**src/rtl/switch_event_ctrl.sv**
```systemverilog
// Avalon-MM master for the switch PIO: programs irq_mask, services irqs into an event FIFO.
// irq sampled in IDLE -> ev_valid 7 cycles later; a full FIFO holds off service, ev_ready pops the head.

module sync_fifo #(
  parameter int WIDTH = 8,
  parameter int DEPTH = 4
) (
  input  logic             clk,
  input  logic             reset_n,
  input  logic             push_vld,
  input  logic [WIDTH-1:0] push_dat,
  output logic             full,
  output logic             pop_vld,
  input  logic             pop_rdy,
  output logic [WIDTH-1:0] pop_dat
);
  localparam int AW = (DEPTH > 1) ? $clog2(DEPTH) : 1;
  localparam logic [AW:0]   FULL_CNT = (AW+1)'(DEPTH);
  localparam logic [AW:0]   CNT_ONE  = (AW+1)'(1);
  localparam logic [AW-1:0] PTR_ONE  = AW'(1);

  logic [WIDTH-1:0] mem [DEPTH];
  logic [AW-1:0]    wr_ptr, rd_ptr;
  logic [AW:0]      count;
  logic             do_push, do_pop;

  assign full    = (count == FULL_CNT);
  assign pop_vld = (count != '0);
  assign pop_dat = mem[rd_ptr];
  assign do_pop  = pop_vld && pop_rdy;
  // A pop in the same cycle frees the slot, so a push is accepted even when full.
  assign do_push = push_vld && (!full || do_pop);

  always_ff @(posedge clk) begin
    if (!reset_n) begin
      wr_ptr <= '0;
      rd_ptr <= '0;
      count  <= '0;
    end else begin
      if (do_push) wr_ptr <= wr_ptr + PTR_ONE;
      if (do_pop)  rd_ptr <= rd_ptr + PTR_ONE;
      case ({do_push, do_pop})
        2'b10:   count <= count + CNT_ONE;
        2'b01:   count <= count - CNT_ONE;
        default: count <= count;
      endcase
    end
  end

  always_ff @(posedge clk) begin
    if (do_push) mem[wr_ptr] <= push_dat;
  end
endmodule

module switch_event_ctrl #(
  parameter int           W         = 10,
  parameter logic [W-1:0] MASK_INIT = 10'h3FF,
  parameter int           DEPTH     = 4
) (
  input  logic           clk,
  input  logic           reset_n,
  output logic [1:0]     avm_address,
  output logic           avm_chipselect,
  output logic           avm_write_n,
  output logic [31:0]    avm_writedata,
  input  logic [31:0]    avm_readdata,
  input  logic           pio_irq,
  input  logic           cfg_valid,
  input  logic [W-1:0]   cfg_mask,
  output logic           cfg_ready,
  output logic           ev_valid,
  input  logic           ev_ready,
  output logic [2*W-1:0] ev_data,
  output logic           busy
);
  typedef enum logic [3:0] {
    INIT_MASK, INIT_CLR, IDLE, WR_MASK, RD_EDGE, RD_EDGE_CAP,
    RD_DATA, RD_DATA_CAP, CLR_EDGE, PUSH
  } fsm_t;

  typedef struct packed {
    logic [W-1:0] changed;
    logic [W-1:0] snap;
  } ev_t;

  fsm_t         fsm_q, fsm_d;
  logic         out_en;
  logic [W-1:0] mask_reg, changed_q, snap_q;
  logic         ld_mask, push_vld, fifo_full;
  ev_t          push_ev, head_ev;
  logic         unused_rd;

  assign unused_rd = ^avm_readdata[31:W];

  // out_en keeps the bus quiet while in reset and delays INIT_MASK by one
  // cycle so its write is the first cycle after reset release.
  always_ff @(posedge clk) begin
    if (!reset_n) begin
      fsm_q     <= INIT_MASK;
      out_en    <= 1'b0;
      mask_reg  <= MASK_INIT;
      changed_q <= '0;
      snap_q    <= '0;
    end else begin
      out_en <= 1'b1;
      if (out_en)                 fsm_q     <= fsm_d;
      if (ld_mask)                mask_reg  <= cfg_mask;
      if (fsm_q == RD_EDGE_CAP)   changed_q <= avm_readdata[W-1:0] & mask_reg;
      if (fsm_q == RD_DATA_CAP)   snap_q    <= avm_readdata[W-1:0];
    end
  end

  always_comb begin
    fsm_d          = fsm_q;
    avm_chipselect = 1'b0;
    avm_write_n    = 1'b1;
    avm_address    = 2'd0;
    avm_writedata  = 32'h0;
    cfg_ready      = 1'b0;
    ld_mask        = 1'b0;
    push_vld       = 1'b0;
    if (out_en) begin
      case (fsm_q)
        INIT_MASK: begin
          avm_chipselect = 1'b1; avm_write_n = 1'b0; avm_address = 2'd2;
          avm_writedata  = 32'(mask_reg);
          fsm_d          = INIT_CLR;
        end
        INIT_CLR: begin
          avm_chipselect = 1'b1; avm_write_n = 1'b0; avm_address = 2'd3;
          fsm_d          = IDLE;
        end
        IDLE: begin
          if (cfg_valid) begin
            cfg_ready = 1'b1;
            ld_mask   = 1'b1;
            fsm_d     = WR_MASK;
          end else if (pio_irq && !fifo_full) begin
            fsm_d = RD_EDGE;
          end
        end
        WR_MASK: begin
          avm_chipselect = 1'b1; avm_write_n = 1'b0; avm_address = 2'd2;
          avm_writedata  = 32'(mask_reg);
          fsm_d          = IDLE;
        end
        RD_EDGE:     begin avm_chipselect = 1'b1; avm_address = 2'd3; fsm_d = RD_EDGE_CAP; end
        RD_EDGE_CAP: begin avm_chipselect = 1'b1; avm_address = 2'd3; fsm_d = RD_DATA; end
        RD_DATA:     begin avm_chipselect = 1'b1; avm_address = 2'd0; fsm_d = RD_DATA_CAP; end
        RD_DATA_CAP: begin avm_chipselect = 1'b1; avm_address = 2'd0; fsm_d = CLR_EDGE; end
        CLR_EDGE: begin
          avm_chipselect = 1'b1; avm_write_n = 1'b0; avm_address = 2'd3;
          fsm_d          = PUSH;
        end
        // Spurious irqs (all changed bits masked) are dropped here; this
        // state also covers the cycle the PIO needs to drop irq after the clear.
        PUSH: begin
          push_vld = (changed_q != '0);
          fsm_d    = IDLE;
        end
        default: fsm_d = INIT_MASK;
      endcase
    end
  end

  assign push_ev = {changed_q, snap_q};
  assign busy    = (fsm_q != IDLE);

  sync_fifo #(.WIDTH($bits(ev_t)), .DEPTH(DEPTH)) u_fifo (
    .clk      (clk),
    .reset_n  (reset_n),
    .push_vld (push_vld),
    .push_dat (push_ev),
    .full     (fifo_full),
    .pop_vld  (ev_valid),
    .pop_rdy  (ev_ready),
    .pop_dat  (head_ev)
  );

  assign ev_data = ev_valid ? head_ev : '0;
endmodule

```
**config.mk**
```make
export PLATFORM = sky130hd
export DESIGN_NAME = switch_event_ctrl
export DESIGN_NICKNAME = d
export VERILOG_FILES = /design/src/rtl/switch_event_ctrl.sv
export SDC_FILE = /design/constraint.sdc
export NUM_CORES = 1
export LEC_CHECK = 0
export CAP_MARGIN = 10
export CORE_MARGIN = 4
export CORE_UTILIZATION = 45
export DETAILED_ROUTE_END_ITERATION = 6
export PLACE_DENSITY = 0.69
export REMOVE_ABC_BUFFERS = 1
export SLEW_MARGIN = 20
export SYNTH_ARGS = -nofsm -noshare
export SYNTH_HDL_FRONTEND = slang
export SYNTH_HIERARCHICAL = 1
export SYNTH_SLANG_ARGS = --single-unit
```
**constraint.sdc**
```tcl
create_clock -name clk -period 4.5 [get_ports clk]
set_input_delay 0.675 -clock clk [delete_from_list [all_inputs] [get_ports clk]]
set_output_delay 0.675 -clock clk [all_outputs]
set_load 0.03 [all_outputs]
```
# Word-level counts from Yosys, hierarchy flattened
# Memories as Yosys holds them, arrays and structs flattened. A register that Yosys moved wholly into a read port is not among the register bits.
# Cells that the tools add are included.
[op_classes]
addsub = 4
n_eq_ne = 14
mux = 23
bitwise_logic = 1
reduce_logical = 15
[op_table]
columns = ["op", "n"]
rows = [
  ["case mux 4 bit (8 select lines)", 1],
  ["2-to-1 mux 10 bit", 2],
  ["2-to-1 mux 20 bit", 1],
  ["equality test 4 x 3 -> 1 bit, second input constant", 4],
  ["2-to-1 mux 1 bit", 12],
  ["AND 10 bit", 1],
  ["nonzero test 10 bit", 1],
  ["equality test 4 x 2 -> 1 bit, second input constant", 2],
  ["equality test 4 bit, second input constant", 2],
  ["2-to-1 mux 4 bit", 2],
  ["OR reduction 4 bit", 2],
  ["OR reduction 8 bit", 1],
  ["2-to-1 mux 2 bit", 3],
  ["case mux 3 bit (2 select lines)", 1],
  ["adder 2 x 1 -> 2 bit, second input constant", 2],
  ["equality test 4 x 1 -> 1 bit, second input constant", 1],
  ["zero test 4 bit", 1],
  ["!= test 4 x 2 -> 1 bit, second input constant", 1],
  ["case mux 2 bit (2 select lines)", 1],
  ["adder 3 x 1 -> 3 bit, second input constant", 1],
  ["equality test 3 bit, second input constant", 1],
  ["logical AND 1 bit", 3],
  ["!= test 3 bit, second input constant", 1],
  ["nonzero test 3 bit", 1],
  ["other kinds (9)", 9],
]
[word_totals]
register_bits = 42
ramBits = 80
input_bits = 47
out_inout_bits = 59
wordCells = 66
mem_count = 1
[mem_list]
columns = ["memory", "depth", "width", "rd", "rd_clocked_by_memory_dff", "wr", "line", "rtl"]
rows = [
  ["u_fifo.mem", 4, 20, 1, 1, 1, "22", "logic [WIDTH-1:0] mem [DEPTH];"],
]

# Depth between registers and ports, before layout
# Gate-level depths: netlist of run 1.
[depth]
depth_word = 6
depth_mapped = 9
mapped_depth_nobuf = 8

# Hierarchy
# The synthesis of run 1 kept the hierarchy.
[by_module_without_submodules]
columns = ["module", "instances", "cells_each", "area_each_um2", "seq_area_each_um2"]
rows = [
  ["sync_fifo", 1, 163, 3417.0, 2582.5],
  ["switch_event_ctrl", 1, 242, 1884.3, 700.7],
]

# Worst setup path before layout of run 1
# OpenSTA, ideal clock, no wires.
[synth_timing]
kind = "register to register"
from = "reg changed_q[3]"
to = "reg u_fifo.count[2]"
setup_ns = 0.072
arrival_time_ns = 2.461
required_time_ns = 4.428
slack_ns = 1.968
stages_incl_launch_ff = 10
n_path_buf = 1
synth_period_minus_slack_ns = 2.532
cell_sequence = "dfxtp_1 > or4_1 > nor4_1 > nor4_1 > buf_4 > or2b_1 > fa_1 > nand2b_1 > o31ai_2 > mux2i_1"
[synth_via]
elab_chain_len = 6
word_cells_on_any_way = 8
cone_classes = "eq/ne (2); mux (3); reduce/logical (3)"
[synth_rtl]
columns = ["element", "line", "rtl"]
rows = [
  ["start: declaration", "88", "logic [W-1:0] mask_reg, changed_q, snap_q;"],
  ["start signal: assignment", "108", "if (fsm_q == RD_EDGE_CAP) changed_q <= avm_readdata[W-1:0] & mask_reg;"],
  ["nonzero test 10 bit *", "158", "push_vld = (changed_q != '0);"],
  ["2-to-1 mux 1 bit *", "123", "case (fsm_q)"],
  ["2-to-1 mux 1 bit *", "122", "if (out_en) begin"],
  ["via push_vld", "89", "logic ld_mask, push_vld, fifo_full;"],
  ["logical AND 1 bit *", "32", "assign do_push = push_vld && (!full || do_pop);"],
  ["equality test 2 x 1 -> 1 bit or equality test 2 bit (tied branches)", "42", "case ({do_push, do_pop})"],
  ["case mux 3 bit (2 select lines) or nonzero test 2 bit (tied branches)", "n/a", ""],
  ["end signal: assignment", "43", "2'b10: count <= count + CNT_ONE;"],
  ["end signal: assignment", "44", "2'b01: count <= count - CNT_ONE;"],
  ["end signal: assignment", "45", "default: count <= count;"],
  ["end: declaration", "24", "logic [AW:0] count;"],
]
# The timed path passes the listed nets; every way through them passes the cells marked *.
# A chain may end at the register's enable or synchronous reset.

==> results.txt, run 1 <==
Outcome = finished, final reports clean
Top_reg_cell synth = edfxtp_1
Rel. slew slack = 29.4%
P_leak = 2.31 nW
Met1 usage = 21.6%
Ys Warns = 6
Antenna violations before repair = 0
Pwr Density = 426 mW/mm^2
Router iterations before antenna repair = 5
R2R Setup Slk = 1.43 ns
Setup tns final = 0 ns
Ys async rst share = 0%
NumNets Final = 523
Die area = 0.0136 sq mm
First-pass GRT wire length = 17600 um
CP Max Fanout = 14
Total CTS buffers = 17
M2 GR Usage = 29.1%
1st-iter DRT viols = 272
Fmax = 292 MHz
Pins Over Slew Limit = 0
Post-CTS resize count = 0
CTS tree = yes
Slew @ Worst Pin = 1.06 ns
Post-route ant nets = 0
Clk Latency, worst-skew pair = 0.40 ns
Worst setup margin = 1.08 ns
Clock skew = 0.0101 ns
Initial Util = 46.2%
H-tree depth = 4
Worst EP arrival = 2.74 ns
Setup violators final = 0
Largest net degree at the start of global routing = 49
Netlist cell types = 46
Post-synth EDFFs = 80
Clock buffer depth = 2
Worst-path clk slew = 0.05 ns
RSZ-0062 raised after global routing = no
Syn_area_per_cell = 13.1 sq um
Total number of vias = 3263
Crit end category = output port
PortBufs = 61
Worst min-delay path class = reg2reg
Area Growth Syn to Fin = 24.6%
Final Hold Viols = 0
DRC = 0
Biggest register = u_fifo/mem
Grt peak-use layer = met2
Total GRT Usage = 17.4%
Worst reg2reg path depth = 8
WL/cell = 17.6 um
CTS Hold Buffers Added = 0
Register area = 0.00328 sq mm
Die width = 117 um
Final critical-path required period = 3.42 ns
Final Wtd Congestion = 0.785
Max_cap viols = 0
Die Y-Extent = 117 um
Vias/cell = 5.20
Layout cells sized above 1 = 14.9%
Post-CTS setup buffers = 0
Worst VDD drop = 236 uV
Mapped Cells = 405
M3 GR Usage = 4.40%
Yosys reg bits = 124
Setup crit end = ev_data[11]
CTS sink count = 124
Post-DP HPWL = 6870 um
Footprint of the multi-input gates = 0.00181 sq mm
WS Path Type = reg2out
Worst reg2reg startpoint = changed_q[3]
Crit path required time = 3.83 ns
Pre-CTS setup slack = 1.43 ns
RR Endpoint = u_fifo/count[2]
Number of flip-flops in the largest register = 80
Final worst-path cycle share = 76.0%
Drt total wl = 11100 um
Core area = 0.0115 sq mm
CTS Root Cell = clkbuf_16
Post-Synthesis Cell Area = 0.00530 sq mm
Crit start category = flop
Post-synthesis sequential area ratio = 61.9%
Vias in the first global route = 3406
Rows = 39
Remaining Overflow, GRT = 0
Fillers = 922
Top-Level Pins = 106
Ant diodes = 0
kinds of logic (layout without fill, tap and decap cells):
family / after synthesis / in the layout / share of synthesized area [%]
xor+xnor: 6 / 6 / 0.991
mux: 22 / 22 / 8.87
other cells: 1 / 22 / 0.0707
fa+ha+maj: 5 / 5 / 1.32
buf+inv: 51 / 109 / 5.57
compound gates: 41 / 41 / 5.83
flops: 124 / 124 / 61.9
simple gates: 155 / 155 / 15.4
synth_stat cells (7+ instances only):
cell	number	share of area, %
and2_1	39	4.6
edfxtp_1	80	45
buf_4	25	3.5
inv_1	7	0.50
o21ai_0	7	0.66
buf_2	8	0.76
mux4_2	20	8.5
dfxtp_1	44	17
clkbuf_1	10	0.71
nand2_1	59	4.2
nand3_1	28	2.6
a21boi_0	18	2.5
placed cells by master (no fill, tap or decap), types with 7 or more instances in the layout:
cell             Yosys  layout
and2_1              39      39
inv_1                7       7
a21boi_0            18      18
dfxtp_1             44      44
buf_4               25       8
nand3_1             28      28
edfxtp_1            80      80
nand2_1             59      59
conb_1               1      22
o21ai_0              7       7
mux4_2              20      20
clkdlybuf4s50_1      0      60
clkbuf_16            0      17
routing by layer:
metal	share of wire, %	vias up
met3	5.7	20
li1	-	1548
met2	51	119
met4	2.3	0
met1	41	1576
met5	0	-
layout make-up:
cell class                 count  share of cell area (%)
sequential                   124                    49.7
multi-input combinational    251                    27.4
timing repair buffer          69                    10.1
clock buffer                  17                    6.44
clock inverter                15                    3.20
tap                          143                    2.71
inverter                       8                   0.454
power breakdown:
group	leakage [nW]	internal (W)	switching, W
Sequential	1.10	0.00120	0.0000100
Clock	0.304	0.000938	0.000507
Combinational	0.904	0.0000645	0.0000953
critical path, stage by stage, from the launching register on:
cell             delay (ns)
dfxtp_1                0.62
buf_4                  0.38
mux4_2                 0.56
and2_1                 0.17
clkdlybuf4s50_1        0.59
metrics by stage:
step           utilization (%)  hold slack (ns)  instance area (sq um)  power [W]  std cells
3_3_place_gp              52.0            0.473                   5960    0.00139        595
5_1_grt                   57.6            0.512                   6610    0.00291        627
6_report                  57.6            0.488                   6610    0.00282        627
2_1_floorplan                -            0.453                   5110    0.00132        383
4_1_cts                   57.6            0.485                   6600    0.00283        627
3_5_place_dp              52.0            0.478                   5960    0.00140        595
worst min-delay path by stage:
stage	start	to	slack (ns)	cells past startpoint
5_1_grt	mask_reg[5]	mask_reg[5]	0.51	2
4_1_cts	mask_reg[9]	mask_reg[9]	0.49	2
6_report	mask_reg[6]	mask_reg[6]	0.49	2
3_5_place_dp	mask_reg[9]	mask_reg[9]	0.48	2
2_1_floorplan	mask_reg[0]	mask_reg[0]	0.45	2
3_3_place_gp	mask_reg[9]	mask_reg[9]	0.47	2
No activity file was read; power rests on OpenSTA's default activity.
==> run 2: changes to the inputs <==
Clock period 4.5 ns to 3.5 ns, I/O delays scaled along.
==> run 2 against run 1 <==
- worst setup slack got worse by 0.76 ns
- first-iteration DRC count down 36%
- worst hold slack worse by 0.0035 ns
- via count fell by 1.1%
- core utilization shrank 0.53 points
- critical path type unchanged
- critical endpoint is now ev_data[18]
- largest power group unchanged
- highest routed layer unchanged
==> results.txt, run 2 (synthesized netlist as in run 1, its figures left out) <==
Die area = 0.0136 sq mm (unchanged)
WHS Path Cells = 2 (unchanged)
Rows = 39 (unchanged)
Total number of vias = 3227 (-1.1%)
Commonest non-fill, non-tap cells in the layout = edfxtp_1 (80), clkdlybuf4s50_1 (60), nand2_1 (59), dfxtp_1 (44), and2_1 (39)
Die width = 117 um (unchanged)
Area Growth Syn to Fin = 23.5%
Met3 wire length = 666 um (+4.9%)
Post-CTS resize count = 0 (unchanged)
Total GRT Usage = 17.6% (+0.26 points)
1st-iter DRT viols = 174 (-36%)
DRC = 0 (unchanged)
NumNets Final = 527 (+0.76%)
CP max stage delay = 0.63 ns (about the same)
CP delay by family, top = buffers and inverters
Biggest register = u_fifo/mem
Crit path required time = 2.97 ns (-0.86 ns)
Top-Level Pins = 106 (unchanged)
Final Hold Viols = 0 (unchanged)
CP Max Fanout = 10 (-4)
Final worst-path cycle share = 90.7%
WL/cell = 17.4 um (-1.7%)
Rel. slew slack = 47.0% (+18 points)
Worst setup margin = 0.324 ns (-0.756 ns)
CTS sink count = 124 (unchanged)
Final critical-path required period = 3.18 ns
Pre-CTS setup slack = 0.526 ns (-0.901 ns)
Router iterations before antenna repair = 5 (unchanged)
Ant diodes = 0 (unchanged)
Clock skew = 0.0143 ns (+0.00422 ns)
P_sw = 0.000755 W (+23%)
CTS Root Cell = clkbuf_16
Slew @ Worst Pin = 0.794 ns (-0.264 ns)
Post-route ant nets = 0 (unchanged)
Sw Share = 22.5% (+0.72 points)
Die Y-Extent = 117 um (unchanged)
P_leak = 2.29 nW (-0.72%)
Remaining Overflow, GRT = 0 (unchanged)
Crit end category = output port
Clock buffer depth = 2 (unchanged)
Critical path depth = 4 (unchanged)
Initial Util = 46.2% (unchanged)
Uppermost layer routed = met4
Worst-path cell chain = buf_4 > mux4_2 > and2_1 > clkdlybuf4s50_1
Drt total wl = 10900 um (-1.1%)
Final Wtd Congestion = 0.809 (+3.1%)
Commonest non-fill, non-tap cell in the layout = edfxtp_1
Max_cap viols = 0 (unchanged)
M1 WL = 4490 um (-1.1%)
CTS Hold Buffers Added = 0 (unchanged)
CP Buf/Inv Count = 2 (unchanged)
Layout cells sized above 1 = 15.4% (+0.49 points)
Pwr Density = 513 mW/mm^2 (+20%)
Setup violators final = 0 (unchanged)
Met2 wire len = 5670 um (+0.55%)
Vias/cell = 5.11 (-1.7%)
H-tree depth = 4 (unchanged)
Non-filler instance count after layout = 631 (+0.64%)
CTS tree = yes
Antenna violations before repair = 0 (unchanged)
Outcome = finished, final reports clean
First-pass GRT wire length = 17700 um (+0.70%)
Internal Power = 0.00260 W (+18%)
PortBufs = 61 (unchanged)
Worst EP arrival = 2.65 ns (-0.09 ns)
Core area = 0.0115 sq mm (unchanged)
Pins Over Slew Limit = 0 (unchanged)
Crit start category = flop
WS Path Type = reg2out
Seq pwr share = 46.4% (+3.4 points)
RSZ-0062 raised after global routing = no
Post-DP HPWL = 7100 um (+3.3%)
Worst reg2reg path depth = 8 (unchanged)
Fmax = 315 MHz
Total CTS buffers = 17 (unchanged)
Largest net degree at the start of global routing = 49 (unchanged)
Comb pwr share = 6.1% (+0.4 points)
Number of flip-flops in the largest register = 80 (unchanged)
Inst Count DP = 599 (+0.67%)
Setup tns final = 0 ns (unchanged)
Slowest CP cell = dfxtp_1
Worst min-delay path class = reg2reg
Clk Latency, worst-skew pair = 0.40 ns (about the same)
Worst VDD drop = 333 uV (+42%)
Worst-path clk slew = 0.06 ns (about the same)
Vias in the first global route = 3244 (-4.8%)
Clk network pwr share = 47.5% (-3.8 points)
Post-CTS setup buffers = 0 (unchanged)
## run 2: cell type report
class	count	area (sq um)
well taps	143	179
flip-flops and latches	124	3280
multi-input cells	251	1810
clock inverters	14	121
fillers	931	4920
repair buffers	73	696
clock buffers	18	429
inverters	8	30.0
## run 2: worst paths after layout
path	to	from	slack, ns
worst max-delay path	ev_data[18]	flop	0.32
worst min-delay path	mask_reg[7]	mask_reg[7]	0.48
worst max register to register	u_fifo/count[2]	changed_q[3]	0.54
worst min register to register	mask_reg[7]	mask_reg[7]	0.48
## run 2: per-stage QoR
step	utilization (%)	area (sq um)	total power (W)	hold WS (ns)
final	57.1	6550	0.00336	0.485
after detailed placement	52.2	5990	0.00179	0.480
after global placement	52.2	5990	0.00179	0.470
after floorplan	-	5110	0.00170	0.453
after CTS	57.0	6540	0.00338	0.487
after global routing	57.1	6550	0.00348	0.519
## run 2: worst register-to-register path: stages, from the launching register on
cell	delay, ns
dfxtp_1	0.34
or4_1	0.54
nor4_1	0.43
nor4_2	0.19
or2b_1	0.30
fa_1	0.47
nand2b_1	0.17
o31ai_2	0.22
mux2i_1	0.21
## run 2: power by group through the flow
| stage | Sequential, W | Combinational, W | Clock [W] |
|---|---|---|---|
| 2_1_floorplan | 0.00158 | 0.000113 | 0 |
| 3_3_place_gp | 0.00159 | 0.000205 | 0 |
| 3_5_place_dp | 0.00159 | 0.000206 | 0 |
| 4_1_cts | 0.00156 | 0.000206 | 0.00162 |
| 5_1_grt | 0.00156 | 0.000219 | 0.00170 |
| 6_report | 0.00156 | 0.000206 | 0.00160 |
## run 2: per-layer routing
layer	track usage, %	vias to the layer above
met5	0	-
met4	4.82	0
met3	5.03	8
met2	29.1	102
met1	23.0	1565
li1	-	1552
